`config.mk`:
```
export PLATFORM = sky130hd
export DESIGN_NAME = iso7816_rx_char
export DESIGN_NICKNAME = d
export VERILOG_FILES = /design/src/rtl/iso7816_rx_char.sv
export SDC_FILE = /design/constraint.sdc
export NUM_CORES = 1
export LEC_CHECK = 0
export ABC_AREA = 1
export CAP_MARGIN = 25
export CORE_MARGIN = 4
export CORE_UTILIZATION = 35
export DETAILED_ROUTE_END_ITERATION = 8
export PLACE_DENSITY = 0.6
export SLEW_MARGIN = 20
export SYNTH_ARGS = -nofsm -noshare
export SYNTH_HDL_FRONTEND = slang
export SYNTH_SLANG_ARGS = --single-unit
```
`constraint.sdc`:
```
create_clock -name clk -period 1.51 [get_ports clk]
set_clock_uncertainty 0.1 [all_clocks]
set_input_delay 0.3775 -clock clk [delete_from_list [all_inputs] [get_ports clk]]
set_output_delay 0.3775 -clock clk [all_outputs]
set_load 0.01 [all_outputs]
```
`src/rtl/iso7816_rx_char.sv`:
```
// ISO 7816-3 T=0 character receiver: start + 8 data + even parity, with
// optional error signal (I/O pulled low for one etu) on parity failure.
module iso7816_rx_char (
  input  logic       clk,
  input  logic       rst,
  input  logic       ena,
  input  logic       cfg_inverse,
  input  logic       cfg_err_ena,
  input  logic       io_i,
  output logic       io_oe,
  output logic       brg_sync,
  output logic       brg_run,
  output logic       brg_txrx,
  input  logic       stb_rx,
  output logic [7:0] rx_data,
  output logic       rx_perr,
  output logic       rx_stb
);

  typedef enum logic [2:0] {
    IDLE, START, DATA, PARITY, GUARD, ERR, RECOV
  } state_t;

  state_t     state, state_nxt;
  logic       sync1, sync2, hist;
  logic       fall, bit_l;
  logic [2:0] cnt;
  logic [7:0] shreg;
  logic       par, perr_q;

  always_ff @(posedge clk or posedge rst) begin
    if (rst) begin
      sync1 <= 1'b1;
      sync2 <= 1'b1;
      hist  <= 1'b1;
    end else begin
      sync1 <= io_i;
      sync2 <= sync1;
      hist  <= sync2;
    end
  end

  assign fall     = hist & ~sync2;
  assign bit_l    = sync2 ^ cfg_inverse;
  assign brg_run  = (state != IDLE);
  assign brg_txrx = 1'b0;

  always_comb begin
    state_nxt = state;
    brg_sync  = 1'b0;
    if (!ena) begin
      state_nxt = IDLE;
    end else begin
      case (state)
        IDLE: begin
          // a fall takes priority over any stb_rx arriving in the same cycle
          if (fall) begin
            brg_sync  = 1'b1;
            state_nxt = START;
          end
        end
        START:  if (stb_rx) state_nxt = sync2 ? IDLE : DATA;
        DATA:   if (stb_rx && cnt == 3'd7) state_nxt = PARITY;
        PARITY: if (stb_rx) state_nxt = GUARD;
        GUARD:  if (stb_rx) state_nxt = (perr_q && cfg_err_ena) ? ERR : IDLE;
        ERR:    if (stb_rx) state_nxt = RECOV;
        RECOV:  if (stb_rx) state_nxt = IDLE;
        default: state_nxt = IDLE;
      endcase
    end
  end

  always_ff @(posedge clk or posedge rst) begin
    if (rst) begin
      state   <= IDLE;
      cnt     <= '0;
      shreg   <= '0;
      par     <= 1'b0;
      perr_q  <= 1'b0;
      rx_data <= '0;
      rx_perr <= 1'b0;
      rx_stb  <= 1'b0;
      io_oe   <= 1'b0;
    end else begin
      state  <= state_nxt;
      // registered from the next state so io_oe is high exactly while in ERR
      io_oe  <= (state_nxt == ERR);
      rx_stb <= 1'b0;
      if (ena && stb_rx) begin
        case (state)
          START: begin
            cnt <= '0;
            par <= 1'b0;
          end
          DATA: begin
            shreg <= cfg_inverse ? {shreg[6:0], bit_l} : {bit_l, shreg[7:1]};
            par   <= par ^ bit_l;
            if (cnt != 3'd7) cnt <= cnt + 3'd1;
          end
          PARITY: begin
            perr_q  <= par ^ bit_l;
            rx_data <= shreg;
            rx_perr <= par ^ bit_l;
            rx_stb  <= 1'b1;
          end
          default: ;
        endcase
      end
    end
  end

endmodule
```
==> results.sh <==
export IMPL_status="finished, violations left"
export IMPL_violations="setup timing"
export IMPL_yosysTopAreaCellShare=0.448
export IMPL_n_antenna_cell=0
export IMPL_nNetsFinal=214
export IMPL_startpoint_type="register"
export IMPL_grt_pass1_vias=1166
export IMPL_cp_required_ps=1030
export IMPL_crit_fanout=2
export IMPL_numClockSinks=29
export IMPL_synth_nets=171
export IMPL_placedCellCount=244
export IMPL_initial_core_util=0.363
export IMPL_ir_drop_mv=0.806
export IMPL_dp_slack_ps=-518
export IMPL_ios=21
export IMPL_layout_common_cells="nand2_1, dfrtp_1, buf_4"
export IMPL_drt_iter0_markers=77
export IMPL_setup_viol=2
export IMPL_ys_types=30
export IMPL_syn_inst=162
export IMPL_hold_viol=0
export IMPL_fp_coreArea_sq_um=4000
export IMPL_ys_warn_count=0
export IMPL_hold_depth=0
export IMPL_clk_latency_ps=270
export IMPL_crit_arrival_ps=1250
export IMPL_seqPwrFrac=0.458
export IMPL_switching_power_uw=675
export IMPL_die_h_um=72.4
export IMPL_synth_area_sq_um=1450
export IMPL_tritoncts="built"
export IMPL_rsz0062_at_grt="yes"
export IMPL_maxCapViolCount=0
export IMPL_final_util=0.490
export IMPL_routed_via_density=4.85
export IMPL_ys_seq_area_frac=0.503
export IMPL_power_density_nw_per_um2=1160
export IMPL_clock_path_buffers=2
export IMPL_fmax_mhz=578
export IMPL_io_buffers=19
export IMPL_drc_errors=0
export IMPL_gp_congestion=0.820
export IMPL_fin_ws_ps=-219
export IMPL_grt_pass1_wl_mm=4.92
export IMPL_clock_root_buffer="clkbuf_8"
export IMPL_hold_start="sync1"
export IMPL_power_uw=2260
export IMPL_ys_seq_elements=29
export IMPL_track_usage=0.120
export IMPL_clkTransAtPathRegs_ps=60
export IMPL_whs_ps=261
export IMPL_routed_wl_mm=3.08
export IMPL_r2r_end="cnt[2]"
export IMPL_power_frac_clock=0.304
export IMPL_holdCritPathClass="reg -> reg"
export IMPL_ant_nets=0
export IMPL_die_area_sq_um=5240
export IMPL_power_leakage_uw=0.000991
export IMPL_layout_drive_gt1_share=0.306
export IMPL_syn_area_per_cell_sq_um=8.96
export IMPL_sw_frac_of_total=0.298
export IMPL_synth_top_area_cell="dfrtp_1"
export IMPL_combPwrFrac=0.238
export IMPL_antenna_found_initial=0
export IMPL_final_common_cell="nand2_1"
export IMPL_stdcell_count=256
export IMPL_crit_type="reg -> out"
export IMPL_rrSetupSlack_ps=90
export IMPL_area_delta_synth_final_pct=34.9
export IMPL_dr_pass1_iters=4
export IMPL_wl_per_cell_um=12.0
export IMPL_timing_final_crit_period_ps=1730
export IMPL_h_tree_depth=2
export IMPL_num_vias=1241
export IMPL_rows=23
export IMPL_end_kind="output pin"
export IMPL_drv_slew=0
export IMPL_cts_buffers=5
export IMPL_intPower_uw=1590
export IMPL_synth_area_top_cells="dfrtp_1, nand2_1, dfstp_2"
export IMPL_ff2ff_path_depth=7
export IMPL_gr_total_overflow=0
export IMPL_die_width_um=72.4
export IMPL_reg2reg_from="state[1]"
export IMPL_post_route_period_util=1.15
export IMPL_grt_start_max_net_pins=30
export IMPL_ctsHoldBuffers=0
export IMPL_holdPathEnd="sync2"
export IMPL_dp_hpwl_mm=2.24
## cells in the mapped netlist
cell type and instances:
buf_12 1, buf_4 1, inv_4 1, clkbuf_1 1
nand4_1 4, o22ai_1 1, conb_1 1, dfstp_2 3
buf_6 2, inv_1 18, nor2_4 2, a21oi_2 1
o211ai_1 8, and2_1 1, nand2_2 4, nand2_1 40
o21ai_2 8, ha_1 2, nor2_1 8, xor2_1 1
nand3_4 1, nor3_1 1, buf_2 1, or2_2 1
inv_2 3, o21ai_0 9, dfrtp_1 26, nor2_2 2
o21ai_1 3, nand3_1 7
## stage by stage
stage,cell area (sq um),TNS [ps]
2_1_floorplan,1450,0
3_3_place_gp,1810,-6020
3_5_place_dp,1810,-6310
4_1_cts,1900,-303
5_1_grt,1960,-420
6_report,1960,-295
## area by class of cell
| type | count | area (sq um) |
|---|---|---|
| timing repair buffer | 42 | 374 |
| sequential | 29 | 729 |
| fill | 371 | 2040 |
| multi-input combinational | 105 | 598 |
| clock inverter | 1 | 5.00 |
| tap | 50 | 62.6 |
| inverter | 22 | 92.6 |
| clock buffer | 7 | 96.3 |
## power by group through the flow
stage	Sequential (uW)	Clock, uW	Combinational (uW)
6_report	1040	687	540
4_1_cts	1030	715	536
3_3_place_gp	1040	0	559
5_1_grt	1060	760	599
2_1_floorplan	1060	0	296
3_5_place_dp	1050	0	572
## repair_timing
action / in CTS / in global routing
endpoints found under the setup margin: 13 / 24
pin swaps: 1 / 6
buffers inserted: 1 / 3
gates resized for setup: 20 / 13
## how the worst max path moves through the flow
| stage | start | endpoint | slack [ps] | cells after the start |
|---|---|---|---|---|
| 2_1_floorplan | state[1] | brg_sync | 120 | 4 |
| 3_3_place_gp | ena | brg_sync | -500 | 4 |
| 3_5_place_dp | ena | brg_sync | -520 | 4 |
| 4_1_cts | hist | brg_sync | -230 | 5 |
| 5_1_grt | hist | brg_sync | -280 | 5 |
| 6_report | hist | brg_sync | -220 | 5 |
## worst max-delay path: stages, from the launching register on
cell and delay [ps]:
dfstp_2 520, inv_2 40, nor2_4 100, nand3_2 80, nor2_1 100, buf_2 130
## cell families (layout without fill, tap and decap cells)
group | Yosys count | count (layout) | synth area share
buffers and inverters | 28 | 72 | 0.0991
XOR/XNOR | 1 | 1 | 0.00604
other | 1 | 1 | 0.00258
adder cells (fa/ha/maj) | 2 | 2 | 0.0172
AO/OA/AOI/OAI | 30 | 30 | 0.141
AND/OR/NAND/NOR | 71 | 71 | 0.231
flip-flops | 29 | 29 | 0.503
## state kept, by name, indices dropped and copies added, names as in the netlist, 3 cells and up
signal	flops
state	3
cnt	3
shreg	8
rx_data	8
## metal layers
metal	up-vias	global-route usage	wire length [um]
met5	-	0	0
met4	0	0.0451	34
met3	6	0.0374	193
met2	45	0.205	1580
met1	584	0.142	1280
li1	606	-	-
No activity file was read; power rests on OpenSTA's default activity.
